<file path="config.mk">
export PLATFORM = sky130hd
export DESIGN_NAME = regfile8_scoreboard
export DESIGN_NICKNAME = d
export VERILOG_FILES = /design/src/rtl/regfile_pkg.sv /design/src/rtl/regfile8_scoreboard_mux8.sv /design/src/rtl/regfile8_scoreboard.sv
export SDC_FILE = /design/constraint.sdc
export NUM_CORES = 1
export LEC_CHECK = 0
export CORE_MARGIN = 2
export CORE_UTILIZATION = 55
export CTS_BUF_LIST = sky130_fd_sc_hd__clkbuf_2 sky130_fd_sc_hd__clkbuf_4 sky130_fd_sc_hd__clkbuf_8
export DETAILED_ROUTE_END_ITERATION = 12
export PLACE_DENSITY = 0.73
export SETUP_SLACK_MARGIN = 0.5
export SLEW_MARGIN = 20
export SYNTH_ARGS = -nofsm -noshare
export SYNTH_HDL_FRONTEND = slang
export SYNTH_SLANG_ARGS = --single-unit
</file>
<file path="constraint.sdc">
create_clock -name clk -period 3.5 [get_ports clk]
set_clock_uncertainty 0.1 [all_clocks]
set_input_delay 0.875 -clock clk [delete_from_list [all_inputs] [get_ports clk]]
set_output_delay 0.875 -clock clk [all_outputs]
set_load 0.02 [all_outputs]
</file>
<file path="src/rtl/regfile_pkg.sv">
// Shared types and sizes for the 8-entry scoreboarded register file.
package regfile_pkg;

    localparam int unsigned NUM_REGS = 8;
    localparam int unsigned IDX_W    = 3;
    localparam int unsigned CNT_W    = 4;

    typedef logic [IDX_W-1:0]    reg_idx_t;
    typedef logic [NUM_REGS-1:0] busy_vec_t;

endpackage : regfile_pkg

</file>
<file path="src/rtl/regfile8_scoreboard_mux8.sv">
// 8:1 mux selecting one register's data from the storage array.
module regfile8_scoreboard_mux8
    import regfile_pkg::*;
#(
    parameter int unsigned WIDTH = 16
) (
    input  logic [NUM_REGS-1:0][WIDTH-1:0] data_in,
    input  logic [IDX_W-1:0]               sel,
    output logic [WIDTH-1:0]               data_out
);

    // Plain indexed select; index range covers every entry.
    always_comb begin
        data_out = data_in[sel];
    end

endmodule : regfile8_scoreboard_mux8

</file>
<file path="src/rtl/regfile8_scoreboard.sv">
// 8-entry register file with per-register busy bits, two bypassed read ports,
// one reserving issue port and one clearing writeback port.
module regfile8_scoreboard
    import regfile_pkg::*;
#(
    parameter int unsigned     WIDTH     = 16,
    parameter logic [WIDTH-1:0] RESET_VAL = '0
) (
    input  logic             clk,
    input  logic             rst_n,
    input  logic [2:0]       rd_a_sel,
    output logic [WIDTH-1:0] rd_a_data,
    output logic             rd_a_busy,
    input  logic [2:0]       rd_b_sel,
    output logic [WIDTH-1:0] rd_b_data,
    output logic             rd_b_busy,
    input  logic             issue_valid,
    input  logic [2:0]       issue_dest,
    output logic             issue_ready,
    input  logic             wb_valid,
    input  logic [2:0]       wb_dest,
    input  logic [WIDTH-1:0] wb_data,
    output logic [3:0]       num_busy,
    output logic             err_wb_idle
);

    logic [NUM_REGS-1:0][WIDTH-1:0] regs;
    busy_vec_t                      busy;
    busy_vec_t                      busy_next;
    logic [CNT_W-1:0]               num_busy_next;
    logic                           err_next;
    logic [WIDTH-1:0]               mux_a_data;
    logic [WIDTH-1:0]               mux_b_data;
    logic                           hit_a;
    logic                           hit_b;
    logic                           hit_issue;
    logic                           fire;
    logic                           clear;

    regfile8_scoreboard_mux8 #(.WIDTH(WIDTH)) u_mux_a (
        .data_in  (regs),
        .sel      (rd_a_sel),
        .data_out (mux_a_data)
    );

    regfile8_scoreboard_mux8 #(.WIDTH(WIDTH)) u_mux_b (
        .data_in  (regs),
        .sel      (rd_b_sel),
        .data_out (mux_b_data)
    );

    // Read bypass, issue readiness and next scoreboard state.
    always_comb begin
        hit_a         = wb_valid && (wb_dest == rd_a_sel);
        hit_b         = wb_valid && (wb_dest == rd_b_sel);
        hit_issue     = wb_valid && (wb_dest == issue_dest);

        rd_a_data     = hit_a ? wb_data : mux_a_data;
        rd_b_data     = hit_b ? wb_data : mux_b_data;
        rd_a_busy     = busy[rd_a_sel] && !hit_a;
        rd_b_busy     = busy[rd_b_sel] && !hit_b;

        // A same-cycle writeback to the destination frees it for re-reservation.
        issue_ready   = !busy[issue_dest] || hit_issue;
        fire          = issue_valid && issue_ready;
        clear         = wb_valid && busy[wb_dest];

        // Clear first so a same-register issue leaves the bit set.
        busy_next     = busy;
        if (wb_valid) begin
            busy_next[wb_dest] = 1'b0;
        end
        if (fire) begin
            busy_next[issue_dest] = 1'b1;
        end

        // A busy register cannot be re-reserved, so the count stays within 0..8.
        num_busy_next = num_busy + CNT_W'(fire) - CNT_W'(clear);
        err_next      = err_wb_idle || (wb_valid && !busy[wb_dest]);
    end

    // Storage, scoreboard, busy counter and sticky error flag.
    always_ff @(posedge clk or negedge rst_n) begin
        if (!rst_n) begin
            for (int i = 0; i < int'(NUM_REGS); i++) begin
                regs[i] <= RESET_VAL;
            end
            busy        <= '0;
            num_busy    <= '0;
            err_wb_idle <= 1'b0;
        end else begin
            if (wb_valid) begin
                regs[wb_dest] <= wb_data;
            end
            busy        <= busy_next;
            num_busy    <= num_busy_next;
            err_wb_idle <= err_next;
        end
    end

endmodule : regfile8_scoreboard
</file>
==> results by group, run 1 <==
Layout
  – Sequential standard cell area: 3528 sq um
  – Count of nets after finishing: 739
  – Fraction of layout instances using a drive strength above 1: 0.6811
  – Diode count: 0
  – Growth of design area from synthesis to finish: 34.68%
  – Number of fillers in the final layout: about 870
  – Finished layout cell area: around 11000 sq um
  – Number of standard cells in the final layout excluding fillers: ~900
  – Multi-input logic area: 4930 sq um

Timing
  – Final Max Slew Viols: 0
  – Actual transition at the worst max-transition pin: 0.5529 ns
  – Max transition margin: 0.6314
  – Final setup violation count: 0
  – Highest clock rate: 0.3096 GHz
  – Min Tclk post-route: between 3 and 4 ns
  – Setup repair after global routing missed its margin: true
  – Number of hold violations in the final report: 0
  – Fin Setup TNS: 0 ns
  – Final cycle utilization of the critical path: 0.9228
  – Hold Worst Slack: 0.2940 ns

Route
  – Routed WL per cell: 26.87 microns
  – Initial DRC count: approximately 520
  – Post-route ant nets: 0
  – Drc violations: 0
  – Detailed-routing iteration count for the pre-antenna-repair pass: 5
  – Total wire length: ~24000 microns
  – Via total after detailed routing: 5870
  – Vias/cell: between 6 and 7

Clock tree
  – Number of buffers inserted during clock tree synthesis: 17
  – Total clock sinks: between 100 and 150
  – CTS tree: built
  – Clock slew seen by the registers of the worst setup and hold paths: 0.08 ns
  – Root Buffer Master: sky130_fd_sc_hd__clkbuf_8
  – Longest Clk Path Bufs: 2
  – Maximum level of the CTS H-tree: 4
  – Later-pin clock latency in the skew report: 0.45 ns

GRT
  – Maximum number of pins on one net before global-route repair: 72
  – Via count of the first global-routing pass: around 6000
  – Wire length of the first global-routing pass: 34780 microns
  – GRT Residual Overflow: 0
  – Antenna violations before repair: 0
  – All-Layer GR Usage: 0.2929

Floorplanning
  – I/O pin count: slightly above 70
  – Placeable core area: about 15000 sq um
  – Effective utilization at floorplan: 0.5642
  – Cell row count: between 40 and 50
  – Die extent in y: about 130 microns
  – Full die area: around 16000 sq um
  – Width of the die: between 100 and 150 microns

Yosys
  – Most numerous cell types in the synthesized netlist: sky130_fd_sc_hd__dfrtp_1, sky130_fd_sc_hd__mux2_2, sky130_fd_sc_hd__mux4_2
  – Yosys cell types: between 40 and 50
  – Fraction of post-synthesis cell area in the top cell type by area: 0.4303
  – Share of flip-flops with an asynchronous set or reset: 1.000
  – Seq cells post-synth: ~140
  – Synthesized instance count: between 500 and 600
  – Number of enable flip-flop cells after synthesis: 0
  – Count of warnings emitted by yosys: 0
  – Post-synthesis instance area: 8200 sq um
  – Count leader, synth: sky130_fd_sc_hd__dfrtp_1
  – Post-Synthesis Mean Instance Area: between 10 and 15 sq um
  – Main synth FF type: sky130_fd_sc_hd__dfrtp_1
  – Biggest area consumer among synthesized cells: sky130_fd_sc_hd__dfrtp_1
  – Fraction of the yosys area taken by sequential cells: 0.4303
  – Leading cell types by total area after synthesis: sky130_fd_sc_hd__dfrtp_1, sky130_fd_sc_hd__mux4_2, sky130_fd_sc_hd__mux2_2
  – Number of nets produced by synthesis: approximately 600

Place
  – Post-detailed-placement half-perimeter wirelength: approximately 14000 microns
  – Count of port buffers added during placement: around 70
  – Final Wtd Congestion: 0.8124
  – Inst Count DP: between 800 and 900
  – Post-detailed-placement cell area: 9609 sq um

Pwr
  – Maximum VDD drop: roughly 0.28 mV
  – Power, Total: around 6 mW
  – Power Density: between 500 and 600 nW/um^2
  – Cell leakage power: approximately 4.5 nW

Worst hold path
  – Hold WC Path Type: input pin to asynchronous set/reset pin

Status
  – Run status: complete, no violations

Worst setup path
  – Nature of the critical path endpoint: primary output
  – Endpoint required time on the critical path: approximately 2.5 ns
  – Worst-path fanout max: 7
  – Crit start category: input pin
  – Setup Crit Path Kind: input pin to primary output
  – Worst EP arrival: ~2.3 ns

Flow run
  – # Max-Cap Violations: 0
-- worst max-delay path: stages --
cell and delay [ns]:
sky130_fd_sc_hd__clkdlybuf4s15_2 0.26, sky130_fd_sc_hd__xnor2_2 0.16, sky130_fd_sc_hd__nand4_1 0.19, sky130_fd_sc_hd__buf_6 0.20, sky130_fd_sc_hd__buf_12 0.12, sky130_fd_sc_hd__buf_16 0.15, sky130_fd_sc_hd__nor2_4 0.11, sky130_fd_sc_hd__a21oi_2 0.04
sky130_fd_sc_hd__buf_4 0.16
-- power breakdown --
part / internal [mW] / switching (mW) / total (mW)
Combinational: 1.32 / 0.978 / 2.30
Clock: 0.631 / 0.644 / 1.28
Sequential: 2.01 / 0.336 / 2.35
-- cell usage in the layout, fill, tap and decap left out, types with 8 or more instances in the layout --
cell type,synthesis,final
sky130_fd_sc_hd__clkbuf_8,0,20
sky130_fd_sc_hd__a21oi_2,0,24
sky130_fd_sc_hd__mux2i_2,0,16
sky130_fd_sc_hd__buf_12,0,21
sky130_fd_sc_hd__dfrtp_1,141,141
sky130_fd_sc_hd__nor2_4,0,20
sky130_fd_sc_hd__mux2i_4,0,12
sky130_fd_sc_hd__buf_6,5,29
sky130_fd_sc_hd__nor2_2,0,8
sky130_fd_sc_hd__buf_4,25,69
sky130_fd_sc_hd__a21oi_4,0,9
sky130_fd_sc_hd__mux2_2,125,125
sky130_fd_sc_hd__mux2i_1,36,8
sky130_fd_sc_hd__inv_1,13,10
sky130_fd_sc_hd__clkdlybuf4s50_1,0,22
sky130_fd_sc_hd__mux4_2,70,70
-- sequential cells by signal, summed over array words and instances (netlist names) --
name,count
busy,8
err_wb_idle,1
num_busy,4
regs,128
-- metrics by stage --
stage	util	setup slack, ns
floorplan	-	0.2775
global placement	0.6612	-0.3877
detailed placement	0.6612	-0.3882
CTS	0.7297	0.3081
global route	0.7599	0.1886
finish	0.7599	0.2704
-- final cells by class --
| type | instances | area share |
|---|---|---|
| inverter | 13 | 0.005098 |
| clock buffer | 22 | 0.02628 |
| multi-input combinational | 363 | 0.4464 |
| sequential | 141 | 0.3195 |
| timing repair buffer | 166 | 0.1738 |
| clock inverter | 10 | 0.008157 |
| tap | 184 | 0.02085 |
-- routing by layer --
layer | part of all wire | track usage
met1 | 0.39 | 0.3968
met2 | 0.50 | 0.4864
met3 | 0.070 | 0.05735
met4 | 0.037 | 0.08791
met5 | 0 | 0
-- repair_timing --
action                                  CTS  global route
buffers inserted                         13             4
endpoints found under the setup margin   38            37
hold buffers                              0             0
resized for setup                       303            75
pin swaps                                28            19
gates cloned                              7             3
-- logic make-up after synthesis --
kind of cell               share of synthesized area
muxes                                         0.4138
DFF                                           0.4303
buffers and inverters                        0.05096
and+or+nand+nor                              0.04471
AOI/OAI and AO/OA                            0.03891
xor gates and xnor gates                     0.01282
adders and majority gates                   0.008545
-- final timing paths --
kind / depth (start not counted) / end / startpoint / slack [ns]
worst max-delay path: 9 / rd_b_data[9] / wb_dest[2] / 0.27
worst min-delay path: 1 / regs[111] / rst_n / 0.29
worst max register to register: 12 / num_busy[1] / busy[5] / 0.66
worst min register to register: 1 / err_wb_idle / err_wb_idle / 0.36
max in group asynchronous: 2 / regs[6] / rst_n / 2.23
min in group clk: 1 / err_wb_idle / err_wb_idle / 0.36
(Power assumes the default switching activity.)
==> inputs of run 2 (changes only) <==
--- a/config.mk
+++ b/config.mk
@@ -11,7 +11,7 @@
 export DETAILED_ROUTE_END_ITERATION = 12
 export PLACE_DENSITY = 0.73
 export SETUP_SLACK_MARGIN = 0.5
-export SLEW_MARGIN = 20
 export SYNTH_ARGS = -nofsm -noshare
 export SYNTH_HDL_FRONTEND = slang
 export SYNTH_SLANG_ARGS = --single-unit
+export TNS_END_PERCENT = 30
==> constraint.sdc (replaced) <==
create_clock -name clk -period 3.5 [get_ports clk]
set_clock_uncertainty 0.1 [all_clocks]
set_input_delay 0.7 -clock clk [delete_from_list [all_inputs] [get_ports clk]]
set_output_delay 0.7 -clock clk [all_outputs]
set_load 0.02 [all_outputs]
==> run 2 against run 1 <==
  * First-iteration DRC count is 6.6% lower
  * Die area unchanged
  * Routed wire length decreased by 15%
  * Sequential power is essentially flat
  * Largest cell class unchanged
  * Core utilization down 8.6 points
  * Non-clock buffer count shrank 36
  * Sequential cell count unchanged
  * Clock power up 8%
  * Cell area decreased by 11%
  * Clock-buffer cell count shrank 2
  * Sequential share of layout area is 4.1 points higher
  * Critical path depth shrank 3
==> results by group, run 2 (synthesis gave the netlist of run 1 again) <==
Status
  – Run status: complete, no violations

Floorplanning
  – Width of the die: 126.1 microns (unchanged)
  – I/O pin count: 72 (unchanged)
  – Die extent in y: 126.1 microns (unchanged)
  – Placeable core area: 14530 sq um (unchanged)
  – Effective utilization at floorplan: 0.5642 (unchanged)
  – Full die area: 15900 sq um (unchanged)
  – Cell row count: 44 (unchanged)

Worst setup path
  – Kind of cell adding the most delay to the critical path: buffers and inverters
  – Crit start category: input pin
  – Setup Crit Path Kind: input pin to primary output
  – Nature of the critical path endpoint: primary output
  – Slowest stage cell, crit path: sky130_fd_sc_hd__mux4_2
  – Buffers and inverters on the worst path: 3 (-2)
  – Worst-path fanout max: 8 (+1)
  – CP max stage delay: 0.49 ns (+0.23 ns)
  – Worst EP arrival: 2.22 ns (-0.03 ns)
  – Endpoint required time on the critical path: 2.70 ns (+0.18 ns)
  – Ordered cell list for the critical path: buf_4 -> bufbuf_16 -> mux4_2 -> mux2i_1 -> a21oi_1 -> dlygate4sd2_1

Layout
  – Highest-count cells in the layout ignoring fill and taps: sky130_fd_sc_hd__dfrtp_1, sky130_fd_sc_hd__mux2_2, sky130_fd_sc_hd__mux4_2
  – Most flops, register: regs
  – Diode count: 0 (unchanged)
  – Most common cell after layout, fill and taps aside: sky130_fd_sc_hd__dfrtp_1
  – Count of nets after finishing: 703 (-4.9%)
  – Number of fillers in the final layout: 1029 (+19%)
  – Fraction of layout instances using a drive strength above 1: 0.4889 (-0.1922)
  – Growth of design area from synthesis to finish: 19.51%
  – Max reg flops: 128 (unchanged)
  – Largest registers: regs: 128 flops, busy: 8 flops, num_busy: 4 flops
  – Finished layout cell area: 9801 sq um (-11%)

Clock tree
  – Hold buffer count at cts: 0 (unchanged)
  – Number of buffers inserted during clock tree synthesis: 17 (unchanged)
  – Maximum level of the CTS H-tree: 4 (unchanged)
  – Later-pin clock latency in the skew report: 0.45 ns (about the same)
  – Longest Clk Path Bufs: 2 (unchanged)
  – Clock slew seen by the registers of the worst setup and hold paths: 0.08 ns (about the same)
  – Root Buffer Master: sky130_fd_sc_hd__clkbuf_8
  – CTS tree: built
  – Total clock sinks: 141 (unchanged)

Worst hold path
  – Hold WC Path Type: input pin to asynchronous set/reset pin

Pwr
  – Share of total power consumed by net switching: 0.3108 (-0.02000)
  – Sequential fraction of design power: 0.421 (+0.025)
  – Internal power: 3.790 mW (-4.3%)
  – Clock share of power: 0.250 (+0.035)
  – Power Density: 561.1 nW/um^2 (+4.7%)
  – Combinational cell fraction of total power: 0.329 (-0.059)
  – Maximum VDD drop: 0.3030 mV (+7.9%)
  – Switching pwr: 1.709 mW (-13%)
  – Power, Total: 5.499 mW (-7.1%)
  – Cell leakage power: 4.264 nW (-6.1%)

Route
  – Via total after detailed routing: 5411 (-7.8%)
  – Total wire length: 20630 microns (-15%)
  – Vias/cell: 6.285 (-3.8%)
  – Post-route ant nets: 0 (unchanged)
  – Routed WL per cell: 23.97 microns (-11%)
  – Initial DRC count: 483 (-6.6%)
  – Detailed-routing iteration count for the pre-antenna-repair pass: 4 (-1)
  – Drc violations: 0 (unchanged)

Place
  – Post-detailed-placement cell area: 9281 sq um (-3.4%)
  – Final Wtd Congestion: 0.8269 (+1.8%)
  – Count of port buffers added during placement: 71 (unchanged)
  – Post-detailed-placement half-perimeter wirelength: 13140 microns (-3.9%)

Timing
  – Number of hold violations in the final report: 0 (unchanged)
  – Actual transition at the worst max-transition pin: 0.8529 ns (+0.3000 ns)
  – Final cycle utilization of the critical path: 0.8621 (-0.06060)
  – Final setup violation count: 0 (unchanged)
  – Final Max Slew Viols: 0 (unchanged)
  – Fin Setup TNS: 0 ns (unchanged)
  – Min Tclk post-route: 3.018 ns (-0.2121 ns)
  – Setup repair after global routing missed its margin: true
  – Max transition margin: 0.4314 (-0.2000)
  – Highest clock rate: 0.3314 GHz (+7.0%)

GRT
  – Maximum number of pins on one net before global-route repair: 63 (-13%)
  – Wire length of the first global-routing pass: 32810 microns (-5.7%)
  – GRT Residual Overflow: 0 (unchanged)
  – Via count of the first global-routing pass: 5806 (-4.1%)
  – Antenna violations before repair: 0 (unchanged)
  – All-Layer GR Usage: 0.2731 (-0.01981)

Flow run
  – # Max-Cap Violations: 0 (unchanged)
run 2: worst paths after layout:
| kind | end | slack (ns) | cells past startpoint | startpoint |
|---|---|---|---|---|
| worst min-delay path | num_busy[3] | 0.24 | 1 | rst_n |
| worst min register to register | err_wb_idle | 0.38 | 1 | err_wb_idle |
| max in group asynchronous | regs[109] | 2.31 | 2 | rst_n |
| worst max-delay path | rd_a_data[1] | 0.48 | 6 | rd_a_sel[0] |
| worst max register to register | num_busy[2] | 0.86 | 10 | busy[4] |
| min in group clk | err_wb_idle | 0.38 | 1 | err_wb_idle |
run 2: metal layers:
metal,track usage,up-vias,routed length [microns]
li1,-,2342,-
met1,0.3661,2866,8698
met2,0.4431,159,10470
met3,0.05862,44,962
met4,0.1028,0,498
met5,0,-,0
run 2: area by class of cell:
type | instances | area, sq um | area share
multi-input cells | 363 | 4289 | 0.4376
flip-flops and latches | 141 | 3528 | 0.3600
repair buffers | 130 | 1296 | 0.1323
clock buffers | 20 | 269.0 | 0.02745
well taps | 184 | 230.2 | 0.02349
clock inverters | 10 | 138.9 | 0.01417
inverters | 13 | 48.80 | 0.004979
run 2: per-stage QoR:
stage	instances	worst slack (ns)	utilization	hold WS [ns]
finish	861	0.4825	0.6743	0.2379
global route	861	0.4314	0.6743	0.2931
CTS	861	0.4805	0.6759	0.2524
detailed placement	822	-0.08920	0.6386	0.3514
global placement	822	-0.04573	0.6386	0.3437
floorplan	576	0.4026	-	0.3044
run 2: power by group through the flow:
stage / registers (mW) / logic [mW] / clock network [mW]
5_1_grt: 2.36 / 1.94 / 1.47
3_3_place_gp: 2.28 / 1.82 / 0
3_5_place_dp: 2.33 / 1.87 / 0
6_report: 2.32 / 1.81 / 1.38
4_1_cts: 2.30 / 1.83 / 1.41
2_1_floorplan: 2.26 / 1.26 / 0
run 2: repair_timing:
action | 4_1_cts | 5_1_grt
cloned | 4 | 0
setup buffers | 5 | 0
pin swaps | 2 | 6
endpoints found under the setup margin | 38 | 36
gates resized for setup | 94 | 23
run 2: worst reg2reg max path: stages (launching register included):
cell                      delay (ns)
sky130_fd_sc_hd__dfrtp_1        0.45
sky130_fd_sc_hd__mux2_4         0.29
sky130_fd_sc_hd__a211o_1        0.30
sky130_fd_sc_hd__o31ai_4        0.20
sky130_fd_sc_hd__nand2_1        0.09
sky130_fd_sc_hd__ha_1           0.29
sky130_fd_sc_hd__inv_1          0.06
sky130_fd_sc_hd__ha_1           0.15
sky130_fd_sc_hd__inv_1          0.06
sky130_fd_sc_hd__fa_1           0.40
sky130_fd_sc_hd__xnor2_1        0.14
==> inputs of run 3 (changes only) <==
--- a/config.mk
+++ b/config.mk
@@ -7,9 +7,9 @@
 export LEC_CHECK = 0
 export CORE_MARGIN = 2
 export CORE_UTILIZATION = 55
-export CTS_BUF_LIST = sky130_fd_sc_hd__clkbuf_2 sky130_fd_sc_hd__clkbuf_4 sky130_fd_sc_hd__clkbuf_8
 export DETAILED_ROUTE_END_ITERATION = 12
 export PLACE_DENSITY = 0.73
+export RECOVER_POWER = 25
 export SETUP_SLACK_MARGIN = 0.5
 export SYNTH_ARGS = -nofsm -noshare
 export SYNTH_HDL_FRONTEND = slang
==> run 3 against run 2 <==
  * The run now ends with max-capacitance violations, max-slew violations left
  * Sequential cell count is the same
  * First-iteration DRC count shrank 0.41%
  * Critical path depth grew 2
  * Cell area grew 1.9%
  * Clock power grew 33%
  * Clock-buffer cell count is the same
  * Global-route usage grew 0.24 points
  * Highest routed layer unchanged
  * Sequential power is essentially flat
==> results by group, run 3 (synthesis gave the netlist of run 1 again) <==
Status
  – Run status: complete, but fails checks
  – Violations in the final reports: max-capacitance violations, max-slew violations

Timing
  – Setup repair after global routing missed its margin: true
  – Actual transition at the worst max-transition pin: 1.604 ns (+0.7508 ns)
  – Final setup violation count: 0 (unchanged)
  – Final critical-path setup slack: 0.4304 ns (-0.05207 ns)
  – Max transition margin: -0.06910 (-0.5005)
  – Final Max Slew Viols: 63 (+63)
  – Min Tclk post-route: 3.070 ns (+0.05207 ns)
  – Highest clock rate: 0.3258 GHz (-1.7%)
  – Fin Setup TNS: 0 ns (unchanged)
  – Number of hold violations in the final report: 0 (unchanged)
  – Final cycle utilization of the critical path: 0.8770 (+0.01488)

Clock tree
  – CTS tree: built
  – Hold buffer count at cts: 0 (unchanged)
  – Maximum level of the CTS H-tree: 4 (unchanged)
  – Longest Clk Path Bufs: 2 (unchanged)
  – Number of buffers inserted during clock tree synthesis: 17 (unchanged)
  – Clock slew seen by the registers of the worst setup and hold paths: 0.06 ns (-0.02 ns)
  – Total clock sinks: 141 (unchanged)
  – Root Buffer Master: sky130_fd_sc_hd__clkbuf_16
  – Later-pin clock latency in the skew report: 0.42 ns (-0.03 ns)

Pwr
  – Power Density: 597.8 nW/um^2 (+6.6%)
  – Cell leakage power: 4.326 nW (+1.5%)
  – Maximum VDD drop: 0.3977 mV (+31%)

Worst hold path
  – Worst Hold Launch: err_wb_idle
  – Hold WC Path Type: register to register
  – Hold Path Stages: 1
  – Endpoint of the worst hold-timing path: err_wb_idle

GRT
  – GRT Residual Overflow: 0 (unchanged)
  – Via count of the first global-routing pass: 5824 (+0.31%)
  – All-Layer GR Usage: 0.2755 (+0.002446)
  – Wire length of the first global-routing pass: 33110 microns (+0.93%)
  – Maximum number of pins on one net before global-route repair: 63 (unchanged)
  – Antenna violations before repair: 0 (unchanged)

Worst setup path
  – Register-to-register setup slack: 0.87 ns (about the same)
  – Worst EP arrival: 2.27 ns (+0.05 ns)
  – Kind of cell adding the most delay to the critical path: buffers and inverters
  – Worst-path fanout max: 20 (+12)
  – Worst reg2reg path endpoint: num_busy[2]
  – Worst R2R Path Depth: 10 (unchanged)
  – CP max stage delay: 0.34 ns (-0.15 ns)
  – Ordered cell list for the critical path: buf_4 -> buf_12 -> xnor2_1 -> nand4_1 -> buf_4 -> buf_12 -> a21oi_1 -> clkdlybuf4s15_1
  – Setup Crit Path Kind: input pin to primary output
  – Buffers and inverters on the worst path: 5 (+2)
  – Worst reg2reg path startpoint: busy[4]
  – Slowest stage cell, crit path: sky130_fd_sc_hd__clkdlybuf4s15_1
  – Endpoint required time on the critical path: 2.70 ns (about the same)
  – Nature of the critical path endpoint: primary output
  – Crit start category: input pin

Floorplanning
  – I/O pin count: 72 (unchanged)
  – Die extent in y: 126.1 microns (unchanged)
  – Effective utilization at floorplan: 0.5642 (unchanged)
  – Placeable core area: 14530 sq um (unchanged)
  – Full die area: 15900 sq um (unchanged)
  – Width of the die: 126.1 microns (unchanged)
  – Cell row count: 44 (unchanged)

Place
  – Worst slack at placement: -0.08920 ns (unchanged)
  – Count of port buffers added during placement: 71 (unchanged)
  – Post-detailed-placement half-perimeter wirelength: 13140 microns (unchanged)
  – Final Wtd Congestion: 0.8269 (unchanged)

Layout
  – Number of fillers in the final layout: 1003 (-2.5%)
  – Growth of design area from synthesis to finish: 21.82%
  – Sequential standard cell area: 3528 sq um (unchanged)
  – Most common cell after layout, fill and taps aside: sky130_fd_sc_hd__dfrtp_1
  – Diode count: 0 (unchanged)
  – Fraction of layout instances using a drive strength above 1: 0.4823 (-0.006621)
  – Max reg flops: 128 (unchanged)
  – Multi-input logic area: 4278 sq um (-0.26%)
  – Layout Utilization: 0.6873 (+0.01300)
  – Largest registers: regs: 128 flops, busy: 8 flops, num_busy: 4 flops
  – Most flops, register: regs
  – Highest-count cells in the layout ignoring fill and taps: sky130_fd_sc_hd__dfrtp_1, sky130_fd_sc_hd__mux2_2, sky130_fd_sc_hd__mux4_2
  – Count of nets after finishing: 704 (+0.14%)

Route
  – Initial DRC count: 481 (-0.41%)
  – Detailed-routing iteration count for the pre-antenna-repair pass: 4 (unchanged)
  – Drc violations: 0 (unchanged)
  – Routed WL per cell: 23.74 microns (-0.95%)
  – Total wire length: 20460 microns (-0.83%)
  – Vias/cell: 6.284 (about the same)
  – Post-route ant nets: 0 (unchanged)
  – Via total after detailed routing: 5417 (+0.11%)

Flow run
  – # Max-Cap Violations: 1 (+1)
-- run 3: cell count changes in the layout (fill, tap and decap cells not counted), moves of 2 or more --
cell                              change
sky130_fd_sc_hd__clkdlybuf4s15_1      +4
sky130_fd_sc_hd__clkbuf_16           +17
sky130_fd_sc_hd__buf_2                -5
sky130_fd_sc_hd__clkbuf_8            -17
sky130_fd_sc_hd__dlygate4sd2_1        -2
sky130_fd_sc_hd__clkdlybuf4s15_2      +5
-- run 3: worst reg2reg max path, cell delays in order (launching register included) --
cell and delay (ns):
sky130_fd_sc_hd__dfrtp_1 0.44, sky130_fd_sc_hd__mux2_4 0.29, sky130_fd_sc_hd__a211o_1 0.30, sky130_fd_sc_hd__o31ai_4 0.19
sky130_fd_sc_hd__nand2_1 0.09, sky130_fd_sc_hd__ha_1 0.29, sky130_fd_sc_hd__inv_1 0.06, sky130_fd_sc_hd__ha_1 0.15
sky130_fd_sc_hd__inv_1 0.06, sky130_fd_sc_hd__fa_1 0.40, sky130_fd_sc_hd__xnor2_1 0.14
-- run 3: final cells by class --
cell class              count  area share
multi-input cells         363      0.4282
flip-flops and latches    141      0.3532
repair buffers            131      0.1310
clock buffers              20     0.04572
well taps                 184     0.02305
clock inverters            10     0.01390
inverters                  13    0.004885
-- run 3: worst max-delay path by stage --
| stage | from | cells after the start | end |
|---|---|---|---|
| 6_report | rd_b_sel[0] | 8 | rd_b_data[9] |
| 5_1_grt | rst_n | 2 | busy[1] |
| 4_1_cts | rd_a_sel[1] | 6 | rd_a_data[14] |
| 3_5_place_dp | rd_b_sel[1] | 6 | rd_b_data[15] |
| 3_3_place_gp | rd_b_sel[1] | 6 | rd_b_data[15] |
| 2_1_floorplan | issue_dest[0] | 11 | num_busy[2] |
-- run 3: report_power, final --
group          total (mW)  internal (mW)  switching [mW]
Combinational        1.82           1.05           0.770
Clock                1.84           1.15           0.687
Sequential           2.32           2.01           0.303
-- run 3: what timing repair did --
action	CTS	global route
endpoints found under the setup margin	38	33
gates resized for setup	102	11
buffers inserted	7	0
cloned	3	0
pin swaps	3	2
-- run 3: stage by stage --
stage / std cells / power, mW / area, sq um / hold slack [ns]
global placement: 822 / 4.105 / 9281 / 0.3437
detailed placement: 822 / 4.201 / 9281 / 0.3514
global route: 862 / 6.259 / 9990 / 0.4017
CTS: 862 / 6.009 / 10030 / 0.3008
finish: 862 / 5.972 / 9990 / 0.3644
floorplan: 576 / 3.518 / 8209 / 0.3044
-- run 3: routing by layer --
metal	global-route usage	routed length [microns]	vias to the layer above
met3	0.05480	982	34
met4	0.08920	374	0
li1	-	-	2354
met5	0	0	-
met2	0.4522	10570	168
met1	0.3741	8535	2861
